`src/rtl/hazard_ctrl.sv`:
```
// hazard_ctrl: stall/flush and forwarding control for the 5-stage MIPS pipe.
// Keeps a shadow E/M/W pipeline of destination info beside the datapath.
module hazard_ctrl #(
    parameter int MULT_CYCLES = 5,
    parameter int DIV_CYCLES  = 10
) (
    input  logic        Clk,
    input  logic        Reset,
    input  logic [31:0] IRD,
    output logic        StallF,
    output logic        StallD,
    output logic        FlushE,
    output logic [2:0]  Forward_RS_D_Sel,
    output logic [2:0]  Forward_RT_D_Sel,
    output logic [2:0]  Forward_RS_E_Sel,
    output logic [2:0]  Forward_RT_E_Sel,
    output logic [2:0]  Forward_RT_M_Sel,
    output logic        MDBusy
);

    localparam int CMAX = (MULT_CYCLES > DIV_CYCLES) ? MULT_CYCLES : DIV_CYCLES;
    localparam int CW   = $clog2(CMAX + 1);

    localparam logic [2:0] SEL_REG  = 3'd0;
    localparam logic [2:0] SEL_PC8E = 3'd1;
    localparam logic [2:0] SEL_AOM  = 3'd2;
    localparam logic [2:0] SEL_PC8M = 3'd3;
    localparam logic [2:0] SEL_WD   = 3'd4;

    typedef struct packed {
        logic [4:0] a3;
        logic [1:0] tnew;
        logic       pc8;
    } shadow_t;

    logic [5:0] op;
    logic [5:0] fn;
    logic [4:0] rs;
    logic [4:0] rt;
    logic [4:0] rd;
    logic       unused_shamt;

    assign op = IRD[31:26];
    assign rs = IRD[25:21];
    assign rt = IRD[20:16];
    assign rd = IRD[15:11];
    assign fn = IRD[5:0];
    assign unused_shamt = ^IRD[10:6];

    logic is_r;
    logic i_alu;
    logic i_jr;
    logic i_mul;
    logic i_div;
    logic i_mf;
    logic i_mt;
    logic i_ori;
    logic i_lui;
    logic i_lw;
    logic i_sw;
    logic i_beq;
    logic i_jal;
    logic md_cls;

    assign is_r   = (op == 6'h00);
    assign i_alu  = is_r & ((fn == 6'h21) | (fn == 6'h23));
    assign i_jr   = is_r & (fn == 6'h08);
    assign i_mul  = is_r & ((fn == 6'h18) | (fn == 6'h19));
    assign i_div  = is_r & ((fn == 6'h1a) | (fn == 6'h1b));
    assign i_mf   = is_r & ((fn == 6'h10) | (fn == 6'h12));
    assign i_mt   = is_r & ((fn == 6'h11) | (fn == 6'h13));
    assign i_ori  = (op == 6'h0d);
    assign i_lui  = (op == 6'h0f);
    assign i_lw   = (op == 6'h23);
    assign i_sw   = (op == 6'h2b);
    assign i_beq  = (op == 6'h04);
    assign i_jal  = (op == 6'h03);
    assign md_cls = i_mul | i_div | i_mf | i_mt;

    logic [1:0] tuse_rs;
    logic [1:0] tuse_rt;
    shadow_t    dec;

    // Tuse of 3 marks an operand the instruction never reads.
    always_comb begin
        tuse_rs = 2'd3;
        unique case (1'b1)
            i_beq, i_jr: tuse_rs = 2'd0;
            i_alu, i_ori, i_lw, i_sw, i_mul, i_div, i_mt: tuse_rs = 2'd1;
            default: ;
        endcase
        tuse_rt = 2'd3;
        unique case (1'b1)
            i_beq: tuse_rt = 2'd0;
            i_alu, i_mul, i_div: tuse_rt = 2'd1;
            i_sw: tuse_rt = 2'd2;
            default: ;
        endcase
    end

    always_comb begin
        dec = '0;
        unique case (1'b1)
            i_alu, i_mf: dec.a3 = rd;
            i_ori, i_lui, i_lw: dec.a3 = rt;
            i_jal: dec.a3 = 5'd31;
            default: ;
        endcase
        unique case (1'b1)
            i_alu, i_ori, i_lui, i_mf: dec.tnew = 2'd1;
            i_lw: dec.tnew = 2'd2;
            default: ;
        endcase
        dec.pc8 = i_jal;
    end

    shadow_t       sh_e;
    shadow_t       sh_m;
    shadow_t       sh_w;
    logic [4:0]    rs_e;
    logic [4:0]    rt_e;
    logic [4:0]    rt_m;
    logic          sw_e;
    logic          md_start_e;
    logic          md_div_e;
    logic [CW-1:0] cnt;

    function automatic logic raw_hit(input logic [4:0] r,
                                     input logic [1:0] tuse,
                                     input shadow_t s);
        return (s.a3 != 5'd0) && (s.a3 == r) && (tuse < s.tnew);
    endfunction

    function automatic logic fwd_hit(input logic [4:0] r, input shadow_t s);
        return (s.a3 != 5'd0) && (s.a3 == r) && (s.tnew == 2'd0);
    endfunction

    function automatic logic [2:0] sel_late(input logic [4:0] r,
                                            input shadow_t m,
                                            input shadow_t w);
        if (fwd_hit(r, m))
            return m.pc8 ? SEL_PC8M : SEL_AOM;
        if (fwd_hit(r, w))
            return SEL_WD;
        return SEL_REG;
    endfunction

    function automatic logic [2:0] sel_d(input logic [4:0] r,
                                         input shadow_t e,
                                         input shadow_t m,
                                         input shadow_t w);
        if (fwd_hit(r, e) && e.pc8)
            return SEL_PC8E;
        return sel_late(r, m, w);
    endfunction

    function automatic shadow_t age(input shadow_t s);
        shadow_t a;
        a = s;
        if (a.tnew != 2'd0)
            a.tnew = a.tnew - 2'd1;
        return a;
    endfunction

    logic data_stall;
    logic md_stall;
    logic stall;

    assign data_stall = raw_hit(rs, tuse_rs, sh_e) | raw_hit(rs, tuse_rs, sh_m)
                      | raw_hit(rt, tuse_rt, sh_e) | raw_hit(rt, tuse_rt, sh_m);
    assign md_stall   = md_cls & ((cnt != '0) | md_start_e);
    assign stall      = data_stall | md_stall;

    assign StallF = stall;
    assign StallD = stall;
    assign FlushE = stall;
    assign MDBusy = (cnt != '0) | md_start_e;

    assign Forward_RS_D_Sel = sel_d(rs, sh_e, sh_m, sh_w);
    assign Forward_RT_D_Sel = sel_d(rt, sh_e, sh_m, sh_w);
    assign Forward_RS_E_Sel = sel_late(rs_e, sh_m, sh_w);
    assign Forward_RT_E_Sel = sel_late(rt_e, sh_m, sh_w);
    assign Forward_RT_M_Sel = fwd_hit(rt_m, sh_w) ? SEL_WD : SEL_REG;

    // Operand registers travel only when read, so dead fields never select.
    always_ff @(posedge Clk or posedge Reset) begin
        if (Reset) begin
            sh_e       <= '0;
            sh_m       <= '0;
            sh_w       <= '0;
            rs_e       <= '0;
            rt_e       <= '0;
            rt_m       <= '0;
            sw_e       <= 1'b0;
            md_start_e <= 1'b0;
            md_div_e   <= 1'b0;
            cnt        <= '0;
        end else begin
            if (stall) begin
                sh_e       <= '0;
                rs_e       <= '0;
                rt_e       <= '0;
                sw_e       <= 1'b0;
                md_start_e <= 1'b0;
                md_div_e   <= 1'b0;
            end else begin
                sh_e       <= dec;
                rs_e       <= (tuse_rs != 2'd3) ? rs : 5'd0;
                rt_e       <= (tuse_rt != 2'd3) ? rt : 5'd0;
                sw_e       <= i_sw;
                md_start_e <= i_mul | i_div;
                md_div_e   <= i_div;
            end
            sh_m <= age(sh_e);
            sh_w <= age(sh_m);
            rt_m <= sw_e ? rt_e : 5'd0;
            if (md_start_e)
                cnt <= md_div_e ? CW'(DIV_CYCLES) : CW'(MULT_CYCLES);
            else if (cnt != '0)
                cnt <= cnt - CW'(1);
        end
    end

endmodule

```
`config.mk`:
```
export PLATFORM = sky130hd
export DESIGN_NAME = hazard_ctrl
export DESIGN_NICKNAME = d
export VERILOG_FILES = /design/src/rtl/hazard_ctrl.sv
export SDC_FILE = /design/constraint.sdc
export NUM_CORES = 1
export LEC_CHECK = 0
export CORE_UTILIZATION = 25
export DETAILED_ROUTE_END_ITERATION = 8
export GPL_TIMING_DRIVEN = 0
export PLACE_DENSITY = 0.43
export SETUP_SLACK_MARGIN = 0.05
export SYNTH_ARGS = -nofsm -noshare
export SYNTH_HDL_FRONTEND = slang
export SYNTH_SLANG_ARGS = --single-unit
```
`constraint.sdc`:
```
create_clock -name Clk -period 2.9 [get_ports Clk]
set_clock_uncertainty 0.2 [all_clocks]
set_input_delay 0.435 -clock Clk [delete_from_list [all_inputs] [get_ports Clk]]
set_output_delay 0.435 -clock Clk [all_outputs]
set_load 0.05 [all_outputs]
```
==> flow_metrics.py <==
metrics = {
    "route": {
        "ant_nets": 0,
        "wl_per_cell_um": 16.02,
        "num_vias": 2372,
        "drtPass1Iterations": 4,
        "routed_via_density": 4.669,
        "wl_um": 8139,
        "drt_iter0_markers": 69,
        "drc": 0,
    },
    "synthesis": {
        "synth_cells": 304,
        "synth_seq_cells": 45,
        "synth_async_sr_flop_share_pct": 100.0,
        "synth-edff-count": 0,
        "ys_types": 56,
        "syn_avg_cell_area_um2": 9.483,
        "yosysSeqAreaShare_pct": 39.06,
        "yosys_warnings": 0,
        "synth_area_um2": 2883,
        "synth_flop_cell": "dfrtp_1",
    },
    "timing": {
        "drv_slew": 0,
        "setup_viol": 3,
        "whs_ps": 169.7,
        "setup_slack_ps": -397.3,
        "fin_crit_sh_pct": 113.7,
        "slew_headroom_pct": 51.52,
        "finalCriticalPeriod_ps": 3297,
        "fmax_ghz": 0.3033,
        "hold_violations": 0,
        "rsz0062_at_grt": "true",
        "tightest_slew_ps": 721.7,
    },
    "run": {
        "drv_cap": 0,
    },
    "die": {
        "ios": 53,
        "start_util_pct": 26.13,
        "dieArea_um2": 11960,
        "fp.dieW_um": 109.4,
        "core_um2": 11030,
        "num_rows": 38,
        "chipHeight_um": 109.4,
    },
    "setup_path": {
        "critical_path_arrival_ps": 2660,
        "worstSetupEndpointType": "output port",
        "crit_fanout": 3,
        "start_kind": "register",
        "cp_slowest_cell": "or4_4",
        "slowest_delay_ps": 530,
        "cp_common_cell": "buf_8",
        "path_class": "register to output port",
        "cp.required_ps": 2270,
        "path_cells": "or4_4 -> or2_1 -> and4_4 -> a32o_2 -> o22a_2 -> or2_4 -> buf_8 -> buf_8",
        "r2r_slack_ps": 280,
    },
    "power": {
        "seqPwrFrac_pct": 41.5,
        "power_leakage_uw": 0.001851,
        "vdd_ir_drop_max_v": 0.0002252,
        "p_sw_uw": 533.6,
        "p_int_uw": 1164,
        "clkPwrFrac_pct": 33.6,
        "powerDensity_nw_per_um2": 434.0,
        "p_comb_share_pct": 24.9,
        "p_sw_share_pct": 31.43,
    },
    "placement": {
        "detailedPlace.worstSlack_ps": -1496,
        "dp.final_hpwl_um": 6081,
        "port_buffers": 40,
        "place.gp.congestion": 0.7207,
    },
    "clock_network": {
        "cts_root_buf": "clkbuf_16",
        "clock-sinks": 45,
        "clk_pin_slew_ps": 70,
        "clock_path_buffers": 2,
        "cts_tree": "yes",
        "cts_made_buffers": 5,
        "ctsHoldBuffers": 0,
        "cts.htree.levels": 2,
        "clock_latency_ps": 290,
    },
    "run_status": {
        "violations": "setup timing",
        "outcome": "finished, violations left",
    },
    "cells_and_area": {
        "antenna_cells": 0,
        "nets": 405,
        "layout_commonest_cell": "dfrtp_1",
        "fin_util_pct": 35.46,
        "area_growth_pct": 35.68,
        "post_route_cells_drive_above_1_share_pct": 31.79,
        "mostFrequentLayoutCells": "42 x dfrtp_1, 31 x xor2_1, 26 x xnor2_1, 26 x buf_4, 22 x nor2_1",
    },
    "global_routing": {
        "grt_pass1_vias": 2359,
        "antenna_found_initial": 0,
        "grtUsageTotal_pct": 14.37,
        "grt_util_met1_pct": 19.13,
        "grt-ovfl-total": 0,
        "use_met2_pct": 24.30,
        "grt_pass1_wl_um": 12740,
        "grt_busiest_layer": "met2",
        "grt_util_met3_pct": 2.193,
        "grt_max_degree": 32,
    },
    "hold_path": {
        "hold_path.class": "register to register",
    },
}
-- power groups by stage --
| stage | logic [uW] | registers [uW] | clock network, uW |
|---|---|---|---|
| 6_report | 423 | 705 | 570 |
| 5_1_grt | 474 | 710 | 605 |
| 4_1_cts | 418 | 705 | 584 |
| 3_5_place_dp | 418 | 709 | 0 |
| 3_3_place_gp | 404 | 709 | 0 |
| 2_1_floorplan | 291 | 701 | 0 |
-- what timing repair did --
| action | CTS | global route |
|---|---|---|
| resized for setup | 109 | 46 |
| buffers inserted | 16 | 3 |
| pin swaps | 14 | 13 |
| cloned | 0 | 0 |
| endpoints found under the hold margin | 0 | 0 |
| endpoints found under the setup margin | 34 | 31 |
-- cells by family after synthesis --
kind of cell | after synthesis | synth area share [%]
other cells | 1 | 0.1301
simple gates | 129 | 26.35
buf+inv | 37 | 6.597
fa+ha+maj | 4 | 1.736
compound gates | 30 | 8.420
flops | 45 | 39.06
mux | 1 | 0.3906
xor+xnor | 57 | 17.32
-- cell usage after synthesis (3+ instances only) --
| cell type | number | area [um^2] |
|---|---|---|
| a211oi_1 | 3 | 22.52 |
| a21o_1 | 4 | 30.03 |
| a21oi_1 | 4 | 20.02 |
| a221oi_1 | 5 | 43.79 |
| and2_1 | 14 | 87.58 |
| and3_1 | 3 | 18.77 |
| buf_4 | 4 | 30.03 |
| clkbuf_1 | 14 | 52.55 |
| dfrtp_1 | 45 | 1126 |
| ha_1 | 4 | 50.05 |
| inv_1 | 12 | 45.04 |
| nand2_1 | 11 | 41.29 |
| nand3_1 | 8 | 40.04 |
| nand4_1 | 8 | 50.05 |
| nor2_1 | 25 | 93.84 |
| nor3_1 | 23 | 115.1 |
| nor3_2 | 7 | 70.07 |
| nor4_1 | 5 | 31.28 |
| nor4b_1 | 3 | 26.28 |
| o21ai_0 | 3 | 15.01 |
| xnor2_1 | 26 | 227.7 |
| xor2_1 | 31 | 271.5 |
-- layer usage --
metal	share of wire (%)	up-vias	routed length, um
met2	48	50	3909
met5	0	-	0
met3	3.9	8	315
met4	1.2	0	97
met1	47	1148	3817
li1	-	1166	-
-- path summary, 6_finish.rpt --
| check | startpoint | end | cells after the start |
|---|---|---|---|
| hold / removal | sh_m[5]$_DFF_PP0_ | sh_w[5]$_DFF_PP0_ | 0 |
| max in group asynchronous | Reset | sh_e[7]$_DFF_PP0_ | 3 |
| hold reg to reg | sh_m[5]$_DFF_PP0_ | sh_w[5]$_DFF_PP0_ | 0 |
| min in group asynchronous | Reset | rs_e[2]$_DFF_PP0_ | 2 |
| setup reg to reg | sh_e[7]$_DFF_PP0_ | sh_e[6]$_DFF_PP0_ | 8 |
| setup / recovery | sh_e[7]$_DFF_PP0_ | StallD | 8 |
-- through the flow --
step,area (um^2),total power [uW],setup TNS [ps],std cells
global placement,3558,1113,-20050,485
detailed placement,3578,1127,-19160,486
global route,3911,1789,-1333,508
CTS,3850,1708,-1402,505
finish,3911,1698,-1128,508
floorplan,2983,992.5,-580.9,305
-- critical path: cells and delay by family (launching register included) --
kind / cells / cell delay [ps]
and+or+nand+nor: 4 / 1220
buffers and inverters: 2 / 260
DFF: 1 / 420
AOI/OAI and AO/OA: 2 / 470
-- state kept, by name, indices dropped and copies added (netlist names) --
name and cells:
rt_m 5, md_div_e 1, rs_e 5, sh_w 7, rt_e 5, sw_e 1
cnt 4, sh_m 8, sh_e 8, md_start_e 1
-- final cells by class --
cell class              instances  area (um^2)
plain buffers                  20        157.7
clock inverters                 2        15.01
fillers                      1168         7119
inverters                      12        45.04
well taps                     140        175.2
repair buffers                 60        513.0
clock buffers                   6        128.9
flip-flops and latches         45         1130
multi-input cells             223         1747
Note: power is estimated with default switching activity, not from simulation.
